==> config.mk <==
export PLATFORM = sky130hd
export DESIGN_NAME = ip_ram_read_arbiter
export DESIGN_NICKNAME = d
export VERILOG_FILES = /design/src/rtl/ip_ram_arb_pkg.sv /design/src/rtl/ip_ram_read_arbiter_capture.sv /design/src/rtl/ip_ram_read_arbiter.sv
export SDC_FILE = /design/constraint.sdc
export NUM_CORES = 1
export LEC_CHECK = 0
export ABC_AREA = 1
export BUFFER_PORTS_ARGS = -buffer_cell sky130_fd_sc_hd__clkbuf_2
export CAP_MARGIN = 20
export CELL_PAD_IN_SITES_DETAIL_PLACEMENT = 1
export CELL_PAD_IN_SITES_GLOBAL_PLACEMENT = 1
export CORE_ASPECT_RATIO = 1.4
export CORE_MARGIN = 2
export CORE_UTILIZATION = 36
export CTS_CLUSTER_DIAMETER = 30
export DETAILED_ROUTE_END_ITERATION = 16
export GPL_ROUTABILITY_DRIVEN = 0
export HOLD_SLACK_MARGIN = 0.02
export MAX_ROUTING_LAYER = met4
export PLACE_DENSITY = 0.77
export SYNTH_ARGS = -nofsm -noshare
export SYNTH_HDL_FRONTEND = slang
export SYNTH_SLANG_ARGS = --single-unit
==> constraint.sdc <==
create_clock -name clk -period 1.55 [get_ports clk]
set_input_delay 0.0775 -clock clk [delete_from_list [all_inputs] [get_ports clk]]
set_output_delay 0.0775 -clock clk [all_outputs]
set_load 0.01 [all_outputs]
==> src/rtl/ip_ram_arb_pkg.sv <==
// Shared definitions for the two-client RAM read arbiter.
//   - arb_state_e : arbiter FSM states
//   - CLIENT_A/B  : owner / round-robin pointer encoding
//   - TIMEOUT_DATA: byte returned when the controller never answers
//   - rr_pick     : round-robin grant decision
package ip_ram_arb_pkg;

    typedef enum logic [1:0] {
        ST_IDLE  = 2'd0,
        ST_ISSUE = 2'd1,
        ST_WAIT  = 2'd2
    } arb_state_e;

    localparam logic CLIENT_A = 1'b0;
    localparam logic CLIENT_B = 1'b1;

    localparam logic [7:0] TIMEOUT_DATA = 8'hFF;

    // Pick the next owner. On a tie the client that was not served last wins.
    function automatic logic rr_pick(input logic pend_a, input logic pend_b, input logic last);
        if (pend_a && pend_b) begin
            return ~last;
        end else if (pend_b) begin
            return CLIENT_B;
        end else begin
            return CLIENT_A;
        end
    endfunction

endpackage

==> src/rtl/ip_ram_read_arbiter_capture.sv <==
// Per-client request capture for ip_ram_read_arbiter (module ip_ram_req_capture).
// Turns a level-type rd into a single pending request and holds the reply.
//   clk, n_reset   : clock, asynchronous active-low reset
//   rd_i           : client read level
//   address_i      : client address, latched on the accepted rd rising edge
//   clr_i          : owner completion, clears the pending flag
//   load_data_i    : load data_i into the reply register and pulse rdata_en_o
//   data_i         : reply byte
//   pend_o         : request pending or in flight
//   address_o      : latched request address
//   rdata_o        : reply byte, held until the next completion
//   rdata_en_o     : 1-cycle reply-valid pulse
module ip_ram_req_capture #(
    parameter int unsigned ADDRESS_W = 22
) (
    input  logic                 clk,
    input  logic                 n_reset,
    input  logic                 rd_i,
    input  logic [ADDRESS_W-1:0] address_i,
    input  logic                 clr_i,
    input  logic                 load_data_i,
    input  logic [7:0]           data_i,
    output logic                 pend_o,
    output logic [ADDRESS_W-1:0] address_o,
    output logic [7:0]           rdata_o,
    output logic                 rdata_en_o
);

    logic                 rd_q;
    logic                 pend_q, pend_d;
    logic [ADDRESS_W-1:0] addr_q, addr_d;
    logic [7:0]           rdata_q, rdata_d;
    logic                 rdata_en_q, rdata_en_d;
    logic                 rd_rise;

    always_comb begin
        rd_rise    = rd_i & ~rd_q;
        pend_d     = pend_q;
        addr_d     = addr_q;
        rdata_d    = rdata_q;
        rdata_en_d = load_data_i;
        if (clr_i) begin
            pend_d = 1'b0;
        end
        // A new rd on the completion edge is taken: the slot frees at that very edge.
        if (rd_rise && (!pend_q || clr_i)) begin
            pend_d = 1'b1;
            addr_d = address_i;
        end
        if (load_data_i) begin
            rdata_d = data_i;
        end
    end

    always_ff @(posedge clk or negedge n_reset) begin
        if (!n_reset) begin
            rd_q       <= 1'b0;
            pend_q     <= 1'b0;
            addr_q     <= '0;
            rdata_q    <= 8'h00;
            rdata_en_q <= 1'b0;
        end else begin
            rd_q       <= rd_i;
            pend_q     <= pend_d;
            addr_q     <= addr_d;
            rdata_q    <= rdata_d;
            rdata_en_q <= rdata_en_d;
        end
    end

    assign pend_o     = pend_q;
    assign address_o  = addr_q;
    assign rdata_o    = rdata_q;
    assign rdata_en_o = rdata_en_q;

endmodule

==> src/rtl/ip_ram_read_arbiter.sv <==
// Two-client round-robin read arbiter in front of the shared RAM/SDRAM controller.
// Client A (Kanji ROM) and client B (other ROM mappers) each get exactly one memory
// read per rd rising edge; a timeout forces an 8'hFF reply if the controller stalls.
//   n_reset, clk                          : asynchronous active-low reset, system clock
//   a_rd/a_address, b_rd/b_address        : client requests (level rd)
//   a_busy/b_busy                         : request pending or in flight
//   a_rdata/a_rdata_en, b_rdata/b_rdata_en: reply byte and 1-cycle valid pulse
//   mem_rd/mem_address                    : read strobe to the controller, held until accepted
//   mem_busy                              : controller busy; accept = mem_rd & ~mem_busy
//   mem_rdata/mem_rdata_en                : controller reply, honoured only while waiting
module ip_ram_read_arbiter
    import ip_ram_arb_pkg::*;
#(
    parameter int unsigned ADDRESS_W      = 22,
    parameter int unsigned TIMEOUT_CYCLES = 255
) (
    input  logic                 n_reset,
    input  logic                 clk,
    input  logic                 a_rd,
    input  logic [ADDRESS_W-1:0] a_address,
    output logic                 a_busy,
    output logic [7:0]           a_rdata,
    output logic                 a_rdata_en,
    input  logic                 b_rd,
    input  logic [ADDRESS_W-1:0] b_address,
    output logic                 b_busy,
    output logic [7:0]           b_rdata,
    output logic                 b_rdata_en,
    output logic                 mem_rd,
    output logic [ADDRESS_W-1:0] mem_address,
    input  logic                 mem_busy,
    input  logic [7:0]           mem_rdata,
    input  logic                 mem_rdata_en
);

    localparam logic [7:0] TIMEOUT_LAST = 8'(TIMEOUT_CYCLES - 1);

    arb_state_e           state_q, state_d;
    logic                 owner_q, owner_d;
    logic                 last_q, last_d;
    logic [7:0]           cnt_q, cnt_d;
    logic [ADDRESS_W-1:0] mem_addr_q, mem_addr_d;
    logic                 mem_rd_q, mem_rd_d;

    logic                 a_pend, b_pend;
    logic [ADDRESS_W-1:0] a_addr_lat, b_addr_lat;
    logic                 grant;
    logic                 done;
    logic [7:0]           done_data;
    logic                 done_a, done_b;

    ip_ram_req_capture #(
        .ADDRESS_W (ADDRESS_W)
    ) u_cap_a (
        .clk         (clk),
        .n_reset     (n_reset),
        .rd_i        (a_rd),
        .address_i   (a_address),
        .clr_i       (done_a),
        .load_data_i (done_a),
        .data_i      (done_data),
        .pend_o      (a_pend),
        .address_o   (a_addr_lat),
        .rdata_o     (a_rdata),
        .rdata_en_o  (a_rdata_en)
    );

    ip_ram_req_capture #(
        .ADDRESS_W (ADDRESS_W)
    ) u_cap_b (
        .clk         (clk),
        .n_reset     (n_reset),
        .rd_i        (b_rd),
        .address_i   (b_address),
        .clr_i       (done_b),
        .load_data_i (done_b),
        .data_i      (done_data),
        .pend_o      (b_pend),
        .address_o   (b_addr_lat),
        .rdata_o     (b_rdata),
        .rdata_en_o  (b_rdata_en)
    );

    always_comb begin
        state_d    = state_q;
        owner_d    = owner_q;
        last_d     = last_q;
        cnt_d      = cnt_q;
        mem_addr_d = mem_addr_q;
        grant      = CLIENT_A;
        done       = 1'b0;
        done_data  = TIMEOUT_DATA;
        case (state_q)
            ST_IDLE: begin
                if (a_pend || b_pend) begin
                    grant      = rr_pick(a_pend, b_pend, last_q);
                    owner_d    = grant;
                    mem_addr_d = (grant == CLIENT_B) ? b_addr_lat : a_addr_lat;
                    state_d    = ST_ISSUE;
                end
            end
            ST_ISSUE: begin
                if (!mem_busy) begin
                    cnt_d   = 8'd0;
                    state_d = ST_WAIT;
                end
            end
            ST_WAIT: begin
                if (mem_rdata_en) begin
                    done      = 1'b1;
                    done_data = mem_rdata;
                end else if (cnt_q == TIMEOUT_LAST) begin
                    done      = 1'b1;
                    done_data = TIMEOUT_DATA;
                end else begin
                    cnt_d = cnt_q + 8'd1;
                end
                if (done) begin
                    last_d  = owner_q;
                    state_d = ST_IDLE;
                end
            end
            default: state_d = ST_IDLE;
        endcase
        done_a   = done && (owner_q == CLIENT_A);
        done_b   = done && (owner_q == CLIENT_B);
        mem_rd_d = (state_d == ST_ISSUE);
    end

    always_ff @(posedge clk or negedge n_reset) begin
        if (!n_reset) begin
            state_q    <= ST_IDLE;
            owner_q    <= CLIENT_A;
            last_q     <= CLIENT_B;  // so A wins the first tie
            cnt_q      <= 8'd0;
            mem_addr_q <= '0;
            mem_rd_q   <= 1'b0;
        end else begin
            state_q    <= state_d;
            owner_q    <= owner_d;
            last_q     <= last_d;
            cnt_q      <= cnt_d;
            mem_addr_q <= mem_addr_d;
            mem_rd_q   <= mem_rd_d;
        end
    end

    assign a_busy      = a_pend;
    assign b_busy      = b_pend;
    assign mem_rd      = mem_rd_q;
    assign mem_address = mem_addr_q;

endmodule

# Word-level counts from Yosys, hierarchy flattened
# Cells that the tools add are included.
# op_classes
addsub,1
n_eq_ne,7
mux,23
n_bitwise,6
n_reduce_logical,17
# ops
op,n
8-bit 2-to-1 mux,5
22-bit 2-to-1 mux,1
8-bit one-hot mux with 2 select lines,1
1-bit 2-to-1 mux,12
"8-bit by 1-bit adder with 8-bit output, second input constant",1
"8-bit equality test, second input constant",1
2-bit 2-to-1 mux,3
"2-bit inequality test, second input constant",3
2-bit one-hot mux with 3 select lines,1
2-bit nonzero test,3
1-bit logical AND,5
"2-bit by 1-bit equality test with 1-bit output, second input constant",2
1-bit inverter,4
2-bit AND reduction,2
4-bit AND reduction,1
1-bit logical OR,3
1-bit AND,2
"2-bit equality test, second input constant",1
1-bit zero test,2
2-bit zero test,1
# totals
reg_bits,101
in_bits,58
output_inout_bits,43

# Depth between registers and ports, before layout
# logic_depth
word_depth,9
ltp_mapped,12
ltp_nobuf,11

# Modules after synthesis
# From an unflattened synthesis, not the netlist that was laid out.
# hier_totals
hier_cells,499
hier_area_um2,4350.4
# by_module_without_submodules
module,n_inst,cells_per_inst,area_per_inst_um2,seq_area_each_um2
ip_ram_req_capture,2,136,1288.7,825.8
ip_ram_read_arbiter,1,227,1773.0,877.1

# Worst setup path after synthesis
# No wires, ideal clock.
# synth_path
path_type,flip-flop to flip-flop
from,reg cnt_q[0]
to,"reg u_cap_b.addr_q[10], in the netlist u_cap_b.address_o[10]"
setup_time_ps,117
arrival_ps,1419
t_required_ps,1433
setup_slack_ps,14
path_stages_with_launch,13
n_path_buf,1
synth_period_minus_slack_ps,1536
cell_sequence,dfrtp_1 inv_1 ha_1 nand2_1 nor2_1 nand2_2 nand2_4 nand3_4 nand2_4 nand2_4 buf_6 nand2_1 nand2_1
# synth_between
elab_chain_cells,8
# synth_rtl
element,line_no,rtl
start: declaration,ip_ram_read_arbiter.sv:41,"logic [7:0] cnt_q, cnt_d;"
start signal: assignment,ip_ram_read_arbiter.sv:142,cnt_q <= cnt_d;
8-bit equality test,ip_ram_read_arbiter.sv:112,end else if (cnt_q == TIMEOUT_LAST) begin
1-bit 2-to-1 mux,ip_ram_read_arbiter.sv:112,
1-bit 2-to-1 mux,ip_ram_read_arbiter.sv:109,if (mem_rdata_en) begin
1-bit 2-to-1 mux (2 in a row),ip_ram_read_arbiter.sv:93,case (state_q)
1-bit logical AND,ip_ram_read_arbiter.sv:126,done_b = done && (owner_q == CLIENT_B);
1-bit logical OR,ip_ram_read_arbiter_capture.sv:46,if (rd_rise && (!pend_q || clr_i)) begin
1-bit logical AND,ip_ram_read_arbiter_capture.sv:46,
end signal: assignment,ip_ram_read_arbiter_capture.sv:65,addr_q <= addr_d;
end: declaration,ip_ram_read_arbiter_capture.sv:31,"logic [ADDRESS_W-1:0] addr_q, addr_d;"
# Every way passes these cells. The select of a mux whose other input is x is not followed.
# A chain may end at the register's enable or synchronous reset.

# Final worst setup path
# layout_path
from,reg cnt_q[0]
to,"reg u_cap_a.addr_q[5], in the netlist u_cap_a.address_o[5]"
# layout_between
elab_chain_cells,8
# layout_rtl
element,line_no,rtl
8-bit equality test,ip_ram_read_arbiter.sv:112,
1-bit 2-to-1 mux,ip_ram_read_arbiter.sv:112,
1-bit 2-to-1 mux,ip_ram_read_arbiter.sv:109,
1-bit 2-to-1 mux (2 in a row),ip_ram_read_arbiter.sv:93,
1-bit logical AND,ip_ram_read_arbiter.sv:125,done_a = done && (owner_q == CLIENT_A);
1-bit logical OR,ip_ram_read_arbiter_capture.sv:46,
1-bit logical AND,ip_ram_read_arbiter_capture.sv:46,
end signal: assignment,ip_ram_read_arbiter_capture.sv:65,
end: declaration,ip_ram_read_arbiter_capture.sv:31,
# Every way passes these cells. The select of a mux whose other input is x is not followed.

==> out/qor.tcl <==
set qor(overflow) 0
set qor(setup_violating_endpoint_count_in_the_final_report) 2
set qor(power_leakage_nw) 3.09
set qor(critical_path.endpoint_type) {flip-flop}
set qor(pin_count_of_the_biggest_net_entering_global_routing) 56
set qor(critical-path-max-stage-delay_ns) 0.38
set qor(syn_to_final_growth_pct) 41.1
set qor(worst_hold_path.num_cells) 2
set qor(worst_hold_path.endpoint) {state_q[0]$_DFF_PN0_}
set qor(vias) 3981
set qor(grt_first_pass_wirelength_mm) 21.0
set qor(timing.critical_path.fanout_max) 6
set qor(worstReg2RegStart) {cnt_q[0]$_DFFE_PN0P_}
set qor(share_seq_of_total_power_pct) 39.0
set qor(path_cells) {inv_1, ha_1, nand2_1, nor2_1, nand2_2, nand2_4, nand3_4, nand2_8, buf_8, nand3_1, nand2_1}
set qor(synth_seq_cells) 101
set qor(clk_pin_slew_worst_paths_ns) 0.07
set qor(hp-start) {mem_busy}
set qor(clock-root-buffer) {sky130_fd_sc_hd__clkbuf_16}
set qor(io_pins) 101
set qor(timing.slew.headroom_pct) 64.4
set qor(maxCapViolations) 0
set qor(timing_max_transition_violations_final) 0
set qor(fin_crit_ns) 1.56
set qor(remaining_drc_errors) 0
set qor(tns_ns) -0.0117
set qor(chipWidth_um) 96.6
set qor(final_common_cell) {sky130_fd_sc_hd__nand2_1}
set qor(run_status) {complete, but fails checks}
set qor(start_kind) {flip-flop}
set qor(rsz0062_at_grt) {true}
set qor(worst_pin_slew_ns) 0.533
set qor(core.rowCount) 47
set qor(power_after_layout_w) 0.0120
set qor(switching_share_pct) 40.0
set qor(worst-r2r-cell-count) 11
set qor(initial_antenna_violation_count) 0
set qor(arrival_time_of_the_worst_setup_path_ns) 1.84
set qor(mappedNetlistArea_mm2) 0.00432
set qor(drtPass1Iterations) 7
set qor(core_area_mm2) 0.0118
set qor(yosys_warnings) 0
set qor(final.setup.worst_slack_ns) -0.0104
set qor(worst_voltage_drop_across_the_vdd_grid_uv) 917
set qor(register_area_share_after_synthesis_pct) 58.5
set qor(timing.final.hold_violations) 0
set qor(cts_sinks) 101
set qor(wl_per_cell_um) 16.3
set qor(area_of_the_die_mm2) 0.0129
set qor(critical_path_class) {reg2reg}
set qor(critical_path.most_common_cell) {sky130_fd_sc_hd__nand2_1}
set qor(initial_utilization_pct) 36.7
set qor(cp_slowest_cell) {sky130_fd_sc_hd__dfrtp_1}
set qor(layout_common_cells) {202 x sky130_fd_sc_hd__nand2_1, 100 x sky130_fd_sc_hd__dfrtp_1, 99 x sky130_fd_sc_hd__clkbuf_2}
set qor(grt_pass1_vias) 4229
set qor(power.switching_w) 0.00480
set qor(wl_met2_mm) 7.54
set qor(dpl_worst_slack_ns) -0.0409
set qor(via_count_normalized_by_instance_count) 4.88
set qor(drt_iter0_markers) 193
set qor(clock_power_share_pct) 19.0
set qor(share_comb_of_total_power_pct) 42.0
set qor(synth.avg_cell_area_um2) 8.75
set qor(pwr_density_cell_mw_per_mm2) 1970
set qor(violations) {setup timing}
set qor(diodes) 0
set qor(required_ns) 1.83
set qor(htree_num_levels) 3
set qor(port-buffer-count) 100
set qor(net_count_of_the_finished_layout) 724
set qor(min_period_over_period_pct) 101
set qor(final_antenna_net_count) 0
set qor(met3_length_um) 385
set qor(tritoncts) {yes}
set qor(netlist-cell-type-count) 25
set qor(worstSkewPairLatency_ns) 0.34
set qor(cellInternalPower_w) 0.00719
set qor(dp.final_hpwl_mm) 8.96
set qor(crit-reg2reg-capture) {u_cap_a.address_o[5]$_DFFE_PN0P_}
set qor(syn-instance-count) 494
set qor(reg2reg_setup_slack_ns) -0.01
set qor(cts_buffer_depth) 2
set qor(postRouteWirelength_mm) 13.3
set qor(nFillCells) 1426
set qor(worst_hold_path_type) {in2reg}
set qor(top_layer_used) {met4}
set qor(met1Wirelength_mm) 5.20
set qor(gr-usage-all-layers_pct) 21.8
set qor(chipHeight_um) 134
set qor(syn_nets) 554
set qor(post_route_cells_drive_above_1_share_pct) 26.8
set qor(maxClockFrequency_ghz) 0.641
set qor(clock_skew_ns) 0.00688
set qor(cts_inserted_buffers) 9
[cell usage after synthesis]
cell / number / area share, %
sky130_fd_sc_hd__inv_1: 13 / 1.1
sky130_fd_sc_hd__o21ai_2: 1 / 0.20
sky130_fd_sc_hd__nor3_1: 2 / 0.23
sky130_fd_sc_hd__xor2_1: 4 / 0.81
sky130_fd_sc_hd__nand3_4: 2 / 0.81
sky130_fd_sc_hd__dfrtp_1: 100 / 58
sky130_fd_sc_hd__dfstp_2: 1 / 0.61
sky130_fd_sc_hd__a31oi_1: 22 / 3.2
sky130_fd_sc_hd__nand2_1: 211 / 18
sky130_fd_sc_hd__ha_1: 2 / 0.58
sky130_fd_sc_hd__buf_1: 2 / 0.17
sky130_fd_sc_hd__a21oi_1: 1 / 0.12
sky130_fd_sc_hd__o21ai_0: 6 / 0.70
sky130_fd_sc_hd__clkinv_1: 3 / 0.26
sky130_fd_sc_hd__buf_4: 4 / 0.70
sky130_fd_sc_hd__inv_2: 1 / 0.087
sky130_fd_sc_hd__nor2_4: 2 / 0.52
sky130_fd_sc_hd__a21o_1: 2 / 0.35
sky130_fd_sc_hd__buf_2: 3 / 0.35
sky130_fd_sc_hd__buf_6: 4 / 1.0
sky130_fd_sc_hd__nor2_1: 39 / 3.4
sky130_fd_sc_hd__nand2_4: 5 / 1.3
sky130_fd_sc_hd__nand2_2: 2 / 0.29
sky130_fd_sc_hd__clkbuf_1: 9 / 0.78
sky130_fd_sc_hd__nand3_1: 53 / 6.1
[layout make-up]
cell class              instances  area (µm²)  share of cell area [%]
well taps                     147         184                    3.02
multi-input cells             356        1720                    28.2
flip-flops and latches        101        2530                    41.5
clock inverters                 4        47.5                   0.780
repair buffers                178        1290                    21.1
clock buffers                  12         246                    4.04
inverters                      17        77.6                    1.27
repair inverters                1        7.51                   0.123
[stage by stage]
step	hold WS, ns	utilization [%]	cell area (µm²)	std cells
6_report	0.0377	51.8	6100	816
2_1_floorplan	-0.218	-	4320	494
3_3_place_gp	-0.0208	43.1	5070	740
5_1_grt	0.0466	51.8	6100	816
4_1_cts	0.0264	50.1	5900	806
3_5_place_dp	-0.0137	43.1	5070	740
[worst max-delay path by stage]
stage | startpoint | to | cells after the start | slack (ns)
after CTS | last_q$_DFFE_PN1N_ | mem_address[19]$_DFFE_PN0P_ | 5 | -0.03
after detailed placement | cnt_q[0]$_DFFE_PN0P_ | u_cap_b.rdata_o[7]$_DFFE_PN0P_ | 11 | -0.04
after floorplan | cnt_q[0]$_DFFE_PN0P_ | u_cap_b.address_o[10]$_DFFE_PN0P_ | 12 | 0.01
final | cnt_q[0]$_DFFE_PN0P_ | u_cap_a.address_o[5]$_DFFE_PN0P_ | 11 | -0.01
after global placement | u_cap_a.pend_o$_DFFE_PN0P_ | mem_address[17]$_DFFE_PN0P_ | 5 | 0.04
after global routing | cnt_q[0]$_DFFE_PN0P_ | u_cap_a.address_o[10]$_DFFE_PN0P_ | 11 | -0.12
[sequential cells by signal (all words and copies together), names as in the netlist]
signal,cells
u_cap_a.rdata_en_o,1
u_cap_a.rd_q,1
owner_q,1
u_cap_a.rdata_o,8
state_q,2
u_cap_b.address_o,22
cnt_q,8
mem_address,22
mem_rd,1
u_cap_b.rdata_en_o,1
u_cap_a.address_o,22
u_cap_b.pend_o,1
u_cap_a.pend_o,1
last_q,1
u_cap_b.rd_q,1
u_cap_b.rdata_o,8
[logic make-up (layout without fill, tap and decap cells)]
kind of cell	Yosys count	in the layout	synth area share, %
AND/OR/NAND/NOR	316	318	31.0
AO/OA/AOI/OAI	32	32	4.55
XOR/XNOR	4	4	0.811
adder cells (fa/ha/maj)	2	2	0.579
buffers and inverters	39	212	4.52
flip-flops	101	101	58.5
[power by group through the flow]
stage | logic, W | clock network (W) | registers [W]
after floorplan | 0.00242 | 0 | 0.00473
after global routing | 0.00562 | 0.00241 | 0.00481
after CTS | 0.00458 | 0.00232 | 0.00463
after detailed placement | 0.00430 | 0 | 0.00463
final | 0.00503 | 0.00228 | 0.00468
after global placement | 0.00406 | 0 | 0.00458
[worst max-delay path: cells and delay by family, from the launching register on]
kind                       cells  cell delay [ns]
adders and majority gates      1             0.14
buffers and inverters          2             0.19
DFF                            1             0.38
and+or+nand+nor                8             0.80
[metal layers]
layer  vias to the layer above  GRT usage [%]
li1                       1917              -
met1                      1980           25.5
met2                        72           38.5
met3                        12           2.94
met4                         0           6.34
met5                         -              -
[timing repair]
item | 4_1_cts | 5_1_grt
setup buffers | 3 | 6
hold buffers | 47 | 0
endpoints found under the hold margin | 118 | 0
gates cloned | 0 | 4
gates resized for setup | 9 | 27
pin swaps | 0 | 1
endpoints found under the setup margin | 33 | 88
Power figures use the tool's default switching activity.
